==> src/rtl/cas_player.sv <==
// cas_player: plays a CAS tape image from SDRAM as the 1200-baud MSX FSK
// signal. A prefetcher fills the next 8-byte group while the current group is
// being played, so consecutive groups join without extra ticks.
module cas_player #(
  parameter int HALF_1    = 746,
  parameter int HALF_0    = 1492,
  parameter int LONG_HDR  = 16000,
  parameter int SHORT_HDR = 4000,
  parameter int GAP_TICKS = 1789773
) (
  input  logic        clk21m,
  input  logic        reset,
  input  logic        ce_3m58_p,
  input  logic        cas_motor,
  input  logic        play_en,
  input  logic        rewind,
  input  logic [26:0] cas_size,
  output logic [26:0] mem_addr,
  output logic        mem_rd,
  input  logic [7:0]  mem_dout,
  input  logic        mem_ack,
  output logic        cas_audio_out,
  output logic        playing,
  output logic        eof
);

  localparam logic [63:0] MARKER  = 64'h1FA6_DEBA_CC13_7D74;
  localparam logic [20:0] T_H1    = 21'(HALF_1 - 1);
  localparam logic [20:0] T_H0    = 21'(HALF_0 - 1);
  localparam logic [20:0] T_GAP   = 21'(GAP_TICKS - 1);
  localparam logic [15:0] C_LONG  = 16'(LONG_HDR - 1);
  localparam logic [15:0] C_SHORT = 16'(SHORT_HDR - 1);

  typedef enum logic [2:0] {
    S_IDLE, S_FETCH, S_GAP, S_HDR, S_SEND, S_DONE
  } state_t;

  state_t      state;
  logic        lvl;
  logic [20:0] tc;
  logic [15:0] hc;
  logic [2:0]  bi;
  logic [3:0]  bt;
  logic [1:0]  hf;
  logic [7:0]  gbuf [8];
  logic [7:0]  gvalid;

  logic [26:0] fpos;
  logic [3:0]  fi;
  logic [7:0]  nbuf [8];
  logic [7:0]  nvalid;
  logic        nready;
  logic        nend;
  logic        discard;

  logic        run;
  logic        cur_bit;
  logic        next_bit;
  logic        bit_last;
  logic        grp_last;
  logic        take;
  logic        marker_hit;
  logic [27:0] fetch_addr;
  logic        past_end;

  assign run           = cas_motor & play_en & ~eof;
  assign cas_audio_out = lvl & run;
  assign fetch_addr    = {1'b0, fpos} + 28'(fi);
  assign past_end      = fetch_addr >= {1'b0, cas_size};

  // Bit being sent (start, 8 data LSB first, 2 stop), its last half and the group end.
  always_comb begin
    cur_bit = 1'b1;
    if (bt == 4'd0) cur_bit = 1'b0;
    else if (bt <= 4'd8) cur_bit = gbuf[bi][3'(bt - 4'd1)];
    next_bit = (bt < 4'd8) ? gbuf[bi][bt[2:0]] : 1'b1;
    bit_last = cur_bit ? (hf == 2'd3) : (hf == 2'd1);
    grp_last = ((state == S_HDR) && (hc == 16'd0) && hf[0]) ||
               ((state == S_SEND) && (bt == 4'd10) && bit_last &&
                ((bi == 3'd7) || !gvalid[bi + 3'd1]));
    take = run && nready &&
           ((state == S_FETCH) || (ce_3m58_p && (tc == 21'd0) && grp_last));
  end

  // A group is a block marker only when all eight bytes are present and match.
  always_comb begin
    marker_hit = &nvalid;
    for (int i = 0; i < 8; i++)
      if (nbuf[i] != MARKER[63 - 8*i -: 8]) marker_hit = 1'b0;
  end

  // Prefetcher: reads the next group byte by byte; a read cut by rewind is dropped.
  always_ff @(posedge clk21m or posedge reset) begin
    if (reset) begin
      fpos     <= '0;
      fi       <= '0;
      nready   <= 1'b0;
      nend     <= 1'b0;
      discard  <= 1'b0;
      mem_rd   <= 1'b0;
      mem_addr <= '0;
      nvalid   <= '0;
      for (int i = 0; i < 8; i++) nbuf[i] <= '0;
    end else if (rewind) begin
      fpos   <= '0;
      fi     <= '0;
      nready <= 1'b0;
      nend   <= 1'b0;
      if (mem_rd && !mem_ack) begin
        discard <= 1'b1;
      end else begin
        mem_rd   <= 1'b0;
        mem_addr <= '0;
        discard  <= 1'b0;
      end
    end else if (mem_rd) begin
      if (mem_ack) begin
        mem_rd <= 1'b0;
        if (discard) begin
          discard  <= 1'b0;
          mem_addr <= '0;
        end else begin
          nbuf[fi[2:0]]   <= mem_dout;
          nvalid[fi[2:0]] <= 1'b1;
          fi              <= fi + 4'd1;
        end
      end
    end else if (take) begin
      fpos   <= fpos + 27'd8;
      fi     <= '0;
      nready <= 1'b0;
      nend   <= 1'b0;
    end else if (run && !nready && !discard && (state != S_DONE)) begin
      if ((fi == 4'd0) && (fpos >= cas_size)) begin
        nready <= 1'b1;
        nend   <= 1'b1;
      end else if (fi == 4'd8) begin
        nready <= 1'b1;
      end else if (past_end) begin
        nvalid[fi[2:0]] <= 1'b0;
        fi              <= fi + 4'd1;
      end else begin
        mem_rd   <= 1'b1;
        mem_addr <= fetch_addr[26:0];
      end
    end
  end

  // Player FSM: walks header cycles and bit halves with a down-counting tick timer.
  //   state   | meaning
  //   S_IDLE  | waiting for run
  //   S_FETCH | waiting for the next group, output low
  //   S_GAP   | silence before a short header
  //   S_HDR   | 2400 Hz header cycles
  //   S_SEND  | serialising the valid bytes of a group
  //   S_DONE  | image exhausted, eof set
  always_ff @(posedge clk21m or posedge reset) begin
    if (reset) begin
      state   <= S_IDLE;
      lvl     <= 1'b0;
      tc      <= '0;
      hc      <= '0;
      bi      <= '0;
      bt      <= '0;
      hf      <= '0;
      eof     <= 1'b0;
      playing <= 1'b0;
      gvalid  <= '0;
      for (int i = 0; i < 8; i++) gbuf[i] <= '0;
    end else begin
      playing <= run && (state != S_IDLE) && (state != S_DONE);
      if (rewind) begin
        state <= S_IDLE;
        eof   <= 1'b0;
        lvl   <= 1'b0;
        tc    <= '0;
        hc    <= '0;
        bi    <= '0;
        bt    <= '0;
        hf    <= '0;
      end else if (run) begin
        if (state == S_IDLE) begin
          state <= S_FETCH;
        end else if (take) begin
          gbuf   <= nbuf;
          gvalid <= nvalid;
          bi     <= '0;
          bt     <= '0;
          hf     <= '0;
          if (nend) begin
            state <= S_DONE;
            eof   <= 1'b1;
            lvl   <= 1'b0;
          end else if (marker_hit && (fpos == 27'd0)) begin
            state <= S_HDR;
            hc    <= C_LONG;
            lvl   <= 1'b1;
            tc    <= T_H1;
          end else if (marker_hit) begin
            state <= S_GAP;
            lvl   <= 1'b0;
            tc    <= T_GAP;
          end else begin
            state <= S_SEND;
            lvl   <= 1'b1;
            tc    <= T_H0;
          end
        end else if (ce_3m58_p &&
                     ((state == S_GAP) || (state == S_HDR) || (state == S_SEND))) begin
          if (tc != 21'd0) begin
            tc <= tc - 21'd1;
          end else begin
            case (state)
              S_GAP: begin
                state <= S_HDR;
                hc    <= C_SHORT;
                hf    <= '0;
                lvl   <= 1'b1;
                tc    <= T_H1;
              end
              S_HDR: begin
                if (!hf[0]) begin
                  hf  <= 2'd1;
                  lvl <= 1'b0;
                  tc  <= T_H1;
                end else if (hc != 16'd0) begin
                  hc  <= hc - 16'd1;
                  hf  <= '0;
                  lvl <= 1'b1;
                  tc  <= T_H1;
                end else begin
                  state <= S_FETCH;
                  lvl   <= 1'b0;
                end
              end
              S_SEND: begin
                if (!bit_last) begin
                  hf  <= hf + 2'd1;
                  lvl <= ~lvl;
                  tc  <= cur_bit ? T_H1 : T_H0;
                end else if (bt != 4'd10) begin
                  bt  <= bt + 4'd1;
                  hf  <= '0;
                  lvl <= 1'b1;
                  tc  <= next_bit ? T_H1 : T_H0;
                end else if (!grp_last) begin
                  bi  <= bi + 3'd1;
                  bt  <= '0;
                  hf  <= '0;
                  lvl <= 1'b1;
                  tc  <= T_H0;
                end else begin
                  state <= S_FETCH;
                  lvl   <= 1'b0;
                end
              end
              default: ;
            endcase
          end
        end
      end
    end
  end

endmodule

==> config.mk <==
export PLATFORM = sky130hd
export DESIGN_NAME = cas_player
export DESIGN_NICKNAME = d
export VERILOG_FILES = /design/src/rtl/cas_player.sv
export SDC_FILE = /design/constraint.sdc
export NUM_CORES = 1
export LEC_CHECK = 0
export BUFFER_PORTS_ARGS = -buffer_cell sky130_fd_sc_hd__buf_2
export CELL_PAD_IN_SITES_DETAIL_PLACEMENT = 1
export CELL_PAD_IN_SITES_GLOBAL_PLACEMENT = 1
export CORE_UTILIZATION = 36
export DETAILED_ROUTE_END_ITERATION = 7
export MAX_ROUTING_LAYER = met4
export PLACE_DENSITY = 0.65
export SLEW_MARGIN = 25
export SYNTH_ARGS = -nofsm -noshare
export SYNTH_HDL_FRONTEND = slang
export SYNTH_SLANG_ARGS = --single-unit
==> constraint.sdc <==
create_clock -name clk21m -period 9.98 [get_ports clk21m]
set_input_delay 0.499 -clock clk21m [delete_from_list [all_inputs] [get_ports clk21m]]
set_output_delay 0.499 -clock clk21m [all_outputs]
set_load 0.03 [all_outputs]
Yosys cells after proc, flatten, opt, wreduce, memory -nomap -nowiden
Cells that the tools add are included.
W data, S select, Z words.
Word-level totals
  register bits: 258
  input bits: 42
  output and inout bits: 31
  logic and storage cells: 376
Operators by class
  $add $sub $neg: 9
  magnitude comparators: 12
  equality and inequality tests: 54
  mux-type cells: 175
  bitwise gates (word level): 13
  reductions and logical operators: 78
Operators with widths (count)
  $mux W27: 13
  $mux W21: 14
  $mux W16: 10
  $mux W8: 11
  $mux W4: 19
  $mux W3: 24
  $bwmux W64: 1
  $pmux W21 S3: 1
  $mux W1: 59
  $ne A8 B8 Y1 const B: 4
  $pmux W16 S2: 1
  $reduce_and A8 Y1: 4
  $add A27 B4 Y28: 1
  $ge A28 B27 Y1: 1
  $add A27 B4 Y27 const B: 1
  $ge A27 B27 Y1: 1
  $logic_not A27 Y1: 1
  $ne A3 B3 Y1 const B: 9
  $ne A5 B5 Y1 const B: 5
  $bmux W8 S3: 1
  $demux W8 S3: 1
  $mux W11: 2
  $mux W2: 11
  $logic_not A21 Y1: 1
  other kinds (61): 145

Logic depth before layout (Yosys ltp)
Gate-level depths: netlist (run 1).
  depth in word-level cells: 22
  gate-level depth with buffers: 22
  gate-level depth less buffers: 19

Least setup slack after synthesis (run 1)
OpenSTA, ideal clock, no wires.
  path kind: reg-to-reg
  start: register bt[1]
  end: register hc[15]
  library setup time: 0.136 ns
  arrival time: 3.872 ns
  required time: 9.844 ns
  path slack: 5.972 ns
  cell stages (with the launch flop): 17
  buffers on the path: 4
  clock period less this slack: 4.008 ns
  cells stage by stage: dfrtp_1 clkbuf_1 inv_1 ha_1 buf_1 nor2b_1 o221ai_1 o32ai_2 o21ai_2 a221oi_4 mux2_2 and2_1 clkbuf_1 a221o_1 buf_2 o21ai_1 o41ai_2
On the way
  cells in the longest elaborated chain, start to end: 16
  elaborated cells between the ends (all ways): 28
  those cells by class: add/sub: 1; order compare: 1; eq/ne: 6; mux: 9; reduce/logical: 11
RTL lines
  start, declared: RTL line 43  | logic [3:0] bt;
  start signal, assigned: RTL line 242  | bt <= bt + 4'd1;
  $sub A3 B1 Y3: RTL line 75  | else if (bt <= 4'd8) cur_bit = gbuf[bi][3'(bt - 4'd1)];
  $bmux W1 S3: RTL line 75
  $mux W1 (implied by the code): RTL line 75
  $mux W1: RTL line 75
  $mux W1: RTL line 74  | if (bt == 4'd0) cur_bit = 1'b0;
  $mux W1: RTL line 77  | bit_last = cur_bit ? (hf == 2'd3) : (hf == 2'd1);
  $logic_and A1 B1 Y1 * (2 in a row): RTL line 79  | ((state == S_SEND) && (bt == 4'd10) && bit_last &&
  $logic_or A1 B1 Y1 *: RTL line 78  | grp_last = ((state == S_HDR) && (hc == 16'd0) && hf[0]) ||
  $logic_and A1 B1 Y1 *: RTL line 82  | ((state == S_FETCH) || (ce_3m58_p && (tc == 21'd0) && grp_last));
  $logic_or A1 B1 Y1 *: RTL line 82
  $logic_and A1 B1 Y1 *: RTL line 81  | take = run && nready &&
  $mux W16: RTL line 184  | end else if (take) begin
  $mux W16: RTL line 182  | if (state == S_IDLE) begin
  $mux W16: RTL line 181  | end else if (run) begin
  $mux W16: RTL line 172  | if (rewind) begin
  end signal, assigned: RTL line 227  | hc <= hc - 16'd1;
  end, declared: RTL line 41  | logic [15:0] hc;
Mark *: on every way between the ends. The rest lies on a longest branch, timed or not. The select of a mux whose other input is x is not followed.
A chain may end at the register's enable or synchronous reset.

Final worst setup path (run 1)
  start: register bt[0]
  end: register hc[13]
The elaborated chain is that of the path after synthesis.

==> run_results.csv, run 1 <==
group,metric,value,unit
outcome,status,"completed",
synthesis,synth_cell_type_count,83,
cts,htreeDepth,1,
placement,numPortBuffers,72,
worst_setup_path,crit_path_end_kind,"flop",
sta,fin_setup_tns,0,ns
hold_path,hold_class,"in -> async",
synthesis,syn_area,14600,sq um
sta,max_freq,177,MHz
placement,gp_congestion,0.845,
power,powerDensity,180,nW/um^2
drt,highest_layer,"met4",
global_routing,grt_max_degree,133,
cts,clk_pin_slew,0.07,ns
power,switching_share,29.9,%
cts,clk_path_buf_depth,3,
sta,maxSlewHeadroom,30.8,%
worst_setup_path,critPathLaunch,"bt[0]$_DFFE_PP0P_",
cts,post_cts_buffers,0,
global_routing,grt_pass1_vias,12700,
drt,wl_met1,19.6,mm
drt,num_vias,12000,
die,core,39900,sq um
final_layout,diodes,0,
power,p_switching,0.892,mW
sta,fin_crit_sh,56.7,%
die,num_io_pins,73,
power,p_int,2.09,mW
synthesis,synthArstFlopShare,100,%
drt,drc,0,
drt,firstDrtPassIters,5,
worst_setup_path,cp_data_required_time,10.44,ns
synthesis,muxShareOfSynthArea,10.0,%
synthesis,ys_ff_latch,255,
power,p_leak,7.92,nW
final_layout,syn_to_final_growth,13.3,%
synthesis,synth_xor_area_share,2.82,%
sta,hold_viol,0,
placement,dp_hpwl,32.3,mm
cts,cts_hold_buf,0,
worst_setup_path,worstPathArrival,6.11,ns
sta,hold_slack,0.0238,ns
die,rows,73,
sta,setup_viol,0,
synthesis,syn-num-nets,1649,
drt,vias_per_cell,5.63,
synthesis,synth-adder-area-share,5.55,%
cts,cts_buffers,30,
sta,drv_slew,0,
die,die_w,204,um
sta,tightest_slew,1.04,ns
die,die_area,41400,sq um
power,ir_worst_vdd,0.147,mV
power,clock_power_share,41.8,%
power,combPwrFrac,16.7,%
die,start_util,36.6,%
cts,cts_tree,"done",
drt,dr_wl_met2,22.5,mm
die,fp.dieH,204,um
cts,cts_resized,0,
final_layout,nNetsFinal,1682,
cts,clock_latency,0.61,ns
synthesis,synthTopCellsByArea,"dfrtp_1 (44%), nand2_1 (7.8%), mux2_2 (5.7%), ha_1 (5.5%), nor2_1 (3.0%)",
sta,fin_worst_skew,0.0488,ns
synthesis,synthSimpleGateAreaFrac,20.4,%
sta,rsz0062_at_grt,"false",
sta,post-route-min-period,5.66,ns
synthesis,ys_warn_count,0,
final_layout,drive_gt1_share,16.3,%
worst_setup_path,start_kind,"flop",
worst_setup_path,reg2reg_from,"bt[0]$_DFFE_PP0P_",
synthesis,netlist.area_leader.share,43.7,%
synthesis,syn_area_per_cell,9.47,sq um
drt,dr_wl_met3,1.27,mm
cts,cts_num_sinks,255,
synthesis,seq_area_frac_synth,43.7,%
synthesis,synth_area_leader_cell,"dfrtp_1",
synthesis,synth_edf_count,0,
synthesis,synth_top_family_by_area,"simple AND/OR/NAND/NOR gates",
global_routing,grtUsageTotal,22.8,%
cts,cts_root_buf,"clkbuf_16",
synthesis,synth-compound-area-share,13.7,%
drt,ant_nets,0,
drt,detail_route.wl_per_cell,21.2,um
global_routing,grt_overflow,0,
global_routing,grt_antenna_before_repair,1,
global_routing,grt_pass1_wl,72.1,mm
worst_setup_path,cp_max_fo,75,
power,seqPwrFrac,41.5,%
drt,dr.first_iter.drc_count,686,
drt,wirelength,45.0,mm
worst_setup_path,critPathKind,"reg -> reg",
run,drv_cap,0,
synthesis,synth-main-ff-cell,"dfrtp_1",
synthesis,syn_inst,1543,
==> path summary, 6_finish.rpt <==
check                                         to  slack, ns  depth (start not counted)
setup reg to reg              hc[13]$_DFFE_PP0P_       4.32                         13
hold reg to reg              gbuf[3]$_DFFE_PP0P_       0.46                          2
max in group asynchronous   nbuf[59]$_DFFE_PP0P_       8.56                          3
setup / recovery              hc[13]$_DFFE_PP0P_       4.32                         13
hold / removal             nvalid[3]$_DFFE_PP0P_       0.02                          2
min in group clk21m           mem_rd$_DFFE_PP0N_       0.16                          2
==> critical path, cell delays in order, from the launching register on <==
cell	delay, ns
dfrtp_1	0.64
inv_1	0.24
ha_1	0.46
nor2b_1	0.20
o221ai_1	0.14
o22ai_1	0.34
o21ai_2	0.12
a221oi_4	0.49
mux2i_1	0.68
a31o_2	0.26
buf_4	0.58
a221o_1	0.89
nor2_1	0.09
a22o_1	0.23
==> routing by layer <==
metal / track usage, % / vias to the layer above
met5: - / -
met4: 7.98 / 0
met3: 2.68 / 81
met2: 38.7 / 176
met1: 28.1 / 6109
li1: - / 5586
==> kinds of logic (layout without fill, tap and decap cells) <==
group	count (synthesis)	count (layout)
DFF	255	255
other	1	1
buffers and inverters	140	196
muxes	108	108
xor gates and xnor gates	47	47
adders and majority gates	65	65
and+or+nand+nor	644	644
AOI/OAI and AO/OA	283	283
==> registers in the layout, summed over array words and instances (netlist names), 2 cells and up <==
register  count
hf            2
gvalid        8
bi            3
tc           21
hc           16
nbuf         64
bt            4
mem_addr     27
gbuf         64
state         3
fi            4
fpos         24
nvalid        8
==> Yosys cell counts, drive strengths merged (22+ instances only) <==
cell and number:
a21oi 54, a32o 26, buf 24, clkbuf 59, dfrtp 255, ha 64
inv 57, mux2 75, mux4 22, nand2 304, nand3 42, nor2 116
nor3 40, nor4 24, o21ai 71, xor2 28
==> placed cells by master (no fill, tap or decap), types with 10 or more instances in the layout <==
master / Yosys / layout
mux4_2: 18 / 18
nor3_1: 39 / 39
o22a_1: 10 / 10
nand4_1: 21 / 21
mux2i_1: 11 / 11
buf_4: 1 / 12
o31ai_1: 10 / 10
or3_1: 16 / 16
buf_2: 12 / 72
o21ai_1: 10 / 10
clkbuf_16: 0 / 30
o21ai_0: 60 / 60
nor4_1: 23 / 22
and2_1: 10 / 10
a21oi_1: 54 / 54
mux2_2: 74 / 74
ha_1: 64 / 64
nand3_1: 42 / 42
nand2_1: 304 / 304
nand2b_1: 10 / 10
nor2_1: 116 / 112
a31oi_1: 15 / 14
xnor2_1: 19 / 19
and3_1: 12 / 12
xor2_1: 28 / 28
inv_1: 57 / 56
a32o_1: 26 / 26
a21o_1: 17 / 17
dfrtp_1: 255 / 254
==> stage by stage <==
stage	cell area (sq um)	setup slack (ns)	utilization, %	instances	power, mW
floorplan	14600	2.47	-	1543	1.62
global placement	15400	4.57	38.6	2069	1.73
detailed placement	15400	4.39	38.6	2069	1.75
CTS	16600	4.33	41.5	2124	3.01
global route	16600	3.77	41.5	2124	3.12
finish	16600	4.32	41.5	2124	2.98
==> power by group through the flow <==
| stage | registers, mW | clock network, mW | logic (mW) |
|---|---|---|---|
| after floorplan | 1.19 | 0 | 0.433 |
| after global placement | 1.25 | 0 | 0.480 |
| after detailed placement | 1.25 | 0 | 0.495 |
| after CTS | 1.24 | 1.28 | 0.499 |
| after global routing | 1.25 | 1.31 | 0.554 |
| final | 1.24 | 1.25 | 0.496 |
==> final cells by class <==
| class | instances | area [sq um] |
|---|---|---|
| Clock inverter | 15 | 260 |
| Sequential cell | 255 | 6380 |
| Clock buffer | 40 | 878 |
| Timing Repair Buffer | 84 | 450 |
| Fill cell | 4482 | 23400 |
| Inverter | 57 | 226 |
| Tap cell | 525 | 657 |
| Multi-Input combinational cell | 1148 | 7710 |
(Power assumes the default switching activity.)
==> inputs of run 2 (changes only) <==
PLACE_DENSITY = 0.67   (was 0.65)
clock period = 4.6 ns   (was 9.98 ns; I/O delays follow)
==> run 2 against run 1 <==
Non-clock buffer count is 41 higher. Register-to-register slack got worse by 4.1 ns. Sequential power increased by 110%. Utilization up 0.61 points. Sequential share of layout area down 0.55 points. Total power is 110% higher. Via count up 1.4%. Highest routed layer unchanged.
==> run_results.csv, run 2 (synthesis results as in run 1) <==
group,metric,value,unit
hold_path,hold_end,"nbuf[18]$_DFFE_PP0P_",
sta,post-route-min-period,4.38,ns
sta,maxSlewHeadroom,30.1,%
drt,dr.first_iter.drc_count,703,
drt,vias_per_cell,5.60,
worst_setup_path,r2r_setup_slack,0.22,ns
final_layout,multi_input_area,7700,sq um
sta,max_freq,228,MHz
hold_path,hold_depth,2,
power,finalPower,6.30,mW
final_layout,stdcell_area,16800,sq um
worst_setup_path,reg2reg_depth,17,
drt,num_vias,12100,
final_layout,area.sequential,6380,sq um
sta,hold_slack,0.0388,ns
cts,clock_latency,0.60,ns
die,num_io_pins,73,
drt,firstDrtPassIters,5,
die,die_w,204,um
placement,gp_congestion,0.897,
drt,ant_nets,0,
sta,fin_crit_sh,95.3,%
hold_path,holdCritStartpoint,"mem_dout[2]",
final_layout,nNetsFinal,1723,
placement,numPortBuffers,72,
outcome,status,"completed",
final_layout,fillerInstances,4528,
worst_setup_path,crit_chain,"ha_1 > a31oi_1 > nor2_1 > nand3_1 > nor2_1 > xor2_1 > ha_1 > nand4_1 > nor3_1 > nand2_1 > or3_1 > a21oi_1 > o31a_1 > a21oi_1 > a22o_1 > or4b_1 > nand2_1",
cts,cts_num_sinks,255,
worst_setup_path,max_stage_delay,0.49,ns
power,p_leak,8.07,nW
cts,clk_pin_slew,0.06,ns
final_layout,drive_gt1_share,17.8,%
sta,tightest_slew,1.04,ns
worst_setup_path,rr_endpoint,"fi[2]$_DFFE_PP0P_",
die,fp.dieH,204,um
cts,clk_path_buf_depth,3,
hold_path,hold_class,"in -> reg",
global_routing,grt_pass1_vias,12900,
final_layout,biggestRegsByFlops,"gbuf x64, nbuf x64, mem_addr x27",
worst_setup_path,reg2reg_from,"fpos[3]$_DFFE_PP0P_",
placement,dp_hpwl,32.7,mm
sta,setup_viol,0,
sta,fin_worst_skew,0.0466,ns
drt,detail_route.wl_per_cell,20.9,um
sta,hold_viol,0,
worst_setup_path,start_kind,"flop",
die,core,39900,sq um
cts,htreeDepth,1,
sta,rsz0062_at_grt,"false",
run,drv_cap,0,
worst_setup_path,critPathKind,"reg -> reg",
sta,fin_setup_tns,0,ns
final_layout,layout_common_cells,"nand2_1 (304), dfrtp_1 (253), nor2_1 (113)",
global_routing,grt_overflow,0,
worst_setup_path,crit_path_end_kind,"flop",
cts,cts_tree,"done",
die,die_area,41400,sq um
global_routing,grt_max_degree,156,
global_routing,grt_pass1_wl,72.8,mm
cts,cts_buffers,30,
power,powerDensity,375,nW/um^2
final_layout,final_common_cell,"nand2_1",
worst_setup_path,worstPathArrival,4.92,ns
die,start_util,36.6,%
worst_setup_path,cp_data_required_time,5.14,ns
placement,place_area,15700,sq um
final_layout,utilization,42.1,%
worst_setup_path,crit_path_top_delay_cell,"or4b_1",
worst_setup_path,cp_max_fo,8,
cts,post_cts_buffers,0,
cts,cts_root_buf,"clkbuf_16",
drt,drc,0,
global_routing,grtUsageTotal,23.0,%
power,ir_worst_vdd,0.318,mV
global_routing,grt_antenna_before_repair,0,
sta,drv_slew,0,
final_layout,syn_to_final_growth,15.0,%
drt,wirelength,45.3,mm
final_layout,diodes,0,
die,rows,73,
run 2: changes by cell type in the layout (fill, tap and decap cells not counted), sizes merged:
cell         delta
dlygate4sd3     +5
buf            +36
clkinv          -2
clkbuf          +3
clkinvlp        +3
inv             -1
bufinv          -4
run 2: what timing repair did:
item	4_1_cts	5_1_grt
hold buffers	5	0
endpoints found under the setup margin	0	9
resized for setup	0	3
hold endpoints to repair	39	0
run 2: metrics by stage:
stage | cells | worst slack, ns
3_3_place_gp | 2105 | 0.422
4_1_cts | 2164 | 0.246
6_report | 2164 | 0.216
2_1_floorplan | 1543 | 0.592
3_5_place_dp | 2105 | 0.239
5_1_grt | 2164 | 0.00115
run 2: how the worst max path moves through the flow:
stage | from | to | slack (ns) | cells past startpoint
2_1_floorplan | bt[1]$_DFFE_PP0P_ | hc[15]$_DFFE_PP0P_ | 0.59 | 16
3_3_place_gp | fpos[15]$_DFFE_PP0P_ | fi[2]$_DFFE_PP0P_ | 0.42 | 19
3_5_place_dp | fpos[15]$_DFFE_PP0P_ | fi[2]$_DFFE_PP0P_ | 0.24 | 19
4_1_cts | fpos[15]$_DFFE_PP0P_ | fi[2]$_DFFE_PP0P_ | 0.25 | 19
5_1_grt | fpos[3]$_DFFE_PP0P_ | nvalid[0]$_DFFE_PP0P_ | 0.001 | 17
6_report | fpos[3]$_DFFE_PP0P_ | fi[2]$_DFFE_PP0P_ | 0.22 | 17
run 2: critical path, delay by kind of cell (launching register included):
family,cells,cell delay (ns)
simple gates,9,2.25
fa+ha+maj,2,0.45
flops,1,0.48
xor+xnor,1,0.26
compound gates,5,0.89
run 2: power breakdown:
part	internal (mW)	total [mW]	leakage (nW)	switching [mW]
combinational	0.500	1.24	4.10	0.738
sequential	2.41	2.62	3.48	0.210
clock	1.44	2.44	0.493	1.00
run 2: per-layer routing:
metal,part of all wire (%),vias up,track usage [%]
li1,-,5656,-
met1,45,6170,29.5
met2,49,212,37.8
met3,3.6,87,3.32
met4,2.7,0,6.53
met5,0,-,-
run 2: layout make-up:
class | count | area share, %
Clock buffer | 43 | 5.23
Clock inverter | 11 | 0.819
Inverter | 57 | 1.30
Multi-Input combinational cell | 1148 | 45.8
Sequential cell | 255 | 38.0
Tap cell | 525 | 3.91
Timing Repair Buffer | 125 | 4.96
==> inputs of run 3 (changes only) <==
CORE_UTILIZATION = 44   (was 36)
PLACE_DENSITY = 0.79   (was 0.67)
==> run 3 against run 2 <==
Sequential power is essentially flat. Register-to-register slack lost 0.05 ns. Total power is essentially flat. Clock power is essentially flat. Design area shrank 1.1%. First-iteration DRC count shrank 6.1%. Fmax shrank 1.1%. Global-route usage grew 5.1 points. Clock skew shrank 0.034 ns. Wire length shrank 1.2%. Utilization grew 8.8 points. Critical path type unchanged.
==> run_results.csv, run 3 (synthesis results as in run 1) <==
group,metric,value,unit
die,die_area,34000,sq um
global_routing,use_met3,3.58,%
cts,clk_path_buf_depth,3,
worst_setup_path,worstPathArrival,4.96,ns
power,ir_worst_vdd,0.308,mV
sta,post-route-min-period,4.43,ns
final_layout,layout_common_cells,"nand2_1 (304), dfrtp_1 (253), nor2_1 (111)",
cts,htreeDepth,1,
outcome,status,"completed",
die,rows,66,
worst_setup_path,critPathBufInv,0,
die,start_util,44.8,%
drt,firstDrtPassIters,5,
drt,drc,0,
worst_setup_path,cp_max_fo,8,
drt,detail_route.wl_per_cell,21.6,um
drt,num_vias,12200,
worst_setup_path,path_delay_family,"simple AND/OR/NAND/NOR gates",
die,num_io_pins,73,
final_layout,syn_to_final_growth,13.7,%
drt,dr.first_iter.drc_count,660,
sta,tightest_slew,0.866,ns
cts,clock_latency,0.59,ns
drt,ant_nets,0,
global_routing,grt_pass1_wl,72.3,mm
placement,gp_congestion,0.938,
worst_setup_path,crit_path_end_kind,"flop",
cts,cts_tree,"done",
cts,cts_buffers,29,
die,die_w,184,um
sta,rsz0062_at_grt,"false",
placement,dp_hpwl,31.7,mm
global_routing,use_met1,34.2,%
global_routing,use_met2,47.0,%
run,drv_cap,0,
final_layout,biggestRegsByFlops,"gbuf x64, nbuf x64, mem_addr x27",
worst_setup_path,critPathKind,"reg -> reg",
sta,hold_slack,0.0229,ns
final_layout,utilization,51.0,%
sta,fin_setup_tns,0,ns
sta,maxSlewHeadroom,41.8,%
global_routing,grt_antenna_before_repair,0,
global_routing,grt.busiest_layer,"met2",
sta,hold_viol,0,
worst_setup_path,crit_chain,"and3_1 > and3_1 > and3_1 > nand2_1 > nor2_1 > nand4_1 > nor2_1 > xor2_1 > ha_1 > nand3_1 > nor2_1 > nand2_1 > or3_1 > a21oi_1 > o31a_1 > a21oi_1 > a22o_1 > or4b_1 > nand2_1",
drt,vias_per_cell,5.92,
final_layout,diodes,0,
die,fp.dieH,184,um
worst_setup_path,cp_data_required_time,5.13,ns
cts,clk_pin_slew,0.07,ns
sta,setup_viol,0,
cts,cts_root_buf,"clkbuf_16",
final_layout,nNetsFinal,1713,
hold_path,hold_class,"in -> reg",
die,core,32600,sq um
worst_setup_path,max_stage_delay,0.50,ns
global_routing,grtUsageTotal,28.1,%
sta,fin_crit_sh,96.3,%
power,finalPower,6.30,mW
worst_setup_path,crit_path_top_delay_cell,"or4b_1",
cts,post_cts_buffers,0,
global_routing,grt_overflow,0,
drt,wirelength,44.7,mm
placement,numPortBuffers,72,
final_layout,fillerInstances,3686,
sta,max_freq,226,MHz
global_routing,grt_pass1_vias,13100,
sta,drv_slew,0,
global_routing,grt_max_degree,148,
power,powerDensity,379,nW/um^2
sta,fin_worst_skew,0.0125,ns
final_layout,drive_gt1_share,17.5,%
worst_setup_path,start_kind,"flop",
cts,cts_num_sinks,255,
final_layout,final_common_cell,"nand2_1",
power,p_leak,8.02,nW
## run 3: power by group
group          internal (mW)  switching, mW  total (mW)
sequential              2.41          0.208        2.62
combinational          0.489          0.741        1.23
clock                   1.47          0.990        2.46
total                   4.36           1.94        6.30
## run 3: final cells by class
class / instances / area (sq um) / area share [%]
Multi-Input combinational cell: 1148 / 7710 / 46.4
Sequential cell: 255 / 6380 / 38.4
Clock buffer: 41 / 861 / 5.18
Timing Repair Buffer: 116 / 748 / 4.50
Tap cell: 442 / 553 / 3.33
Inverter: 57 / 218 / 1.31
Clock inverter: 10 / 148 / 0.888
## run 3: path summary, 6_finish.rpt
check | cells past startpoint | endpoint | startpoint | slack [ns]
worst max-delay path | 19 | fi[2]$_DFFE_PP0P_ | fpos[15]$_DFFE_PP0P_ | 0.17
worst min-delay path | 2 | nbuf[61]$_DFFE_PP0P_ | mem_dout[5] | 0.02
worst max register to register | 19 | fi[2]$_DFFE_PP0P_ | fpos[15]$_DFFE_PP0P_ | 0.17
worst min register to register | 2 | gbuf[13]$_DFFE_PP0P_ | gbuf[13]$_DFFE_PP0P_ | 0.47
max in group asynchronous | 4 | fpos[15]$_DFFE_PP0P_ | reset | 3.44
min in group asynchronous | 4 | gbuf[47]$_DFFE_PP0P_ | reset | 0.39
## run 3: per-stage QoR
stage / setup WS [ns] / area, sq um / instances
after floorplan: 0.592 / 14600 / 1543
after global placement: 0.397 / 15600 / 2015
after detailed placement: 0.225 / 15600 / 2015
after CTS: 0.161 / 16600 / 2069
after global routing: 0.00814 / 16600 / 2069
final: 0.169 / 16600 / 2069
## run 3: what timing repair did
item / CTS / global route
hold buffers: 3 / 0
gates resized for setup: 0 / 5
hold endpoints to repair: 160 / 0
setup endpoints to repair: 0 / 36
## run 3: routing by layer
layer / wire, um / up-vias
met5: 0 / -
met3: 1610 / 121
li1: - / 5645
met1: 19000 / 6226
met2: 21900 / 249
met4: 2130 / 0
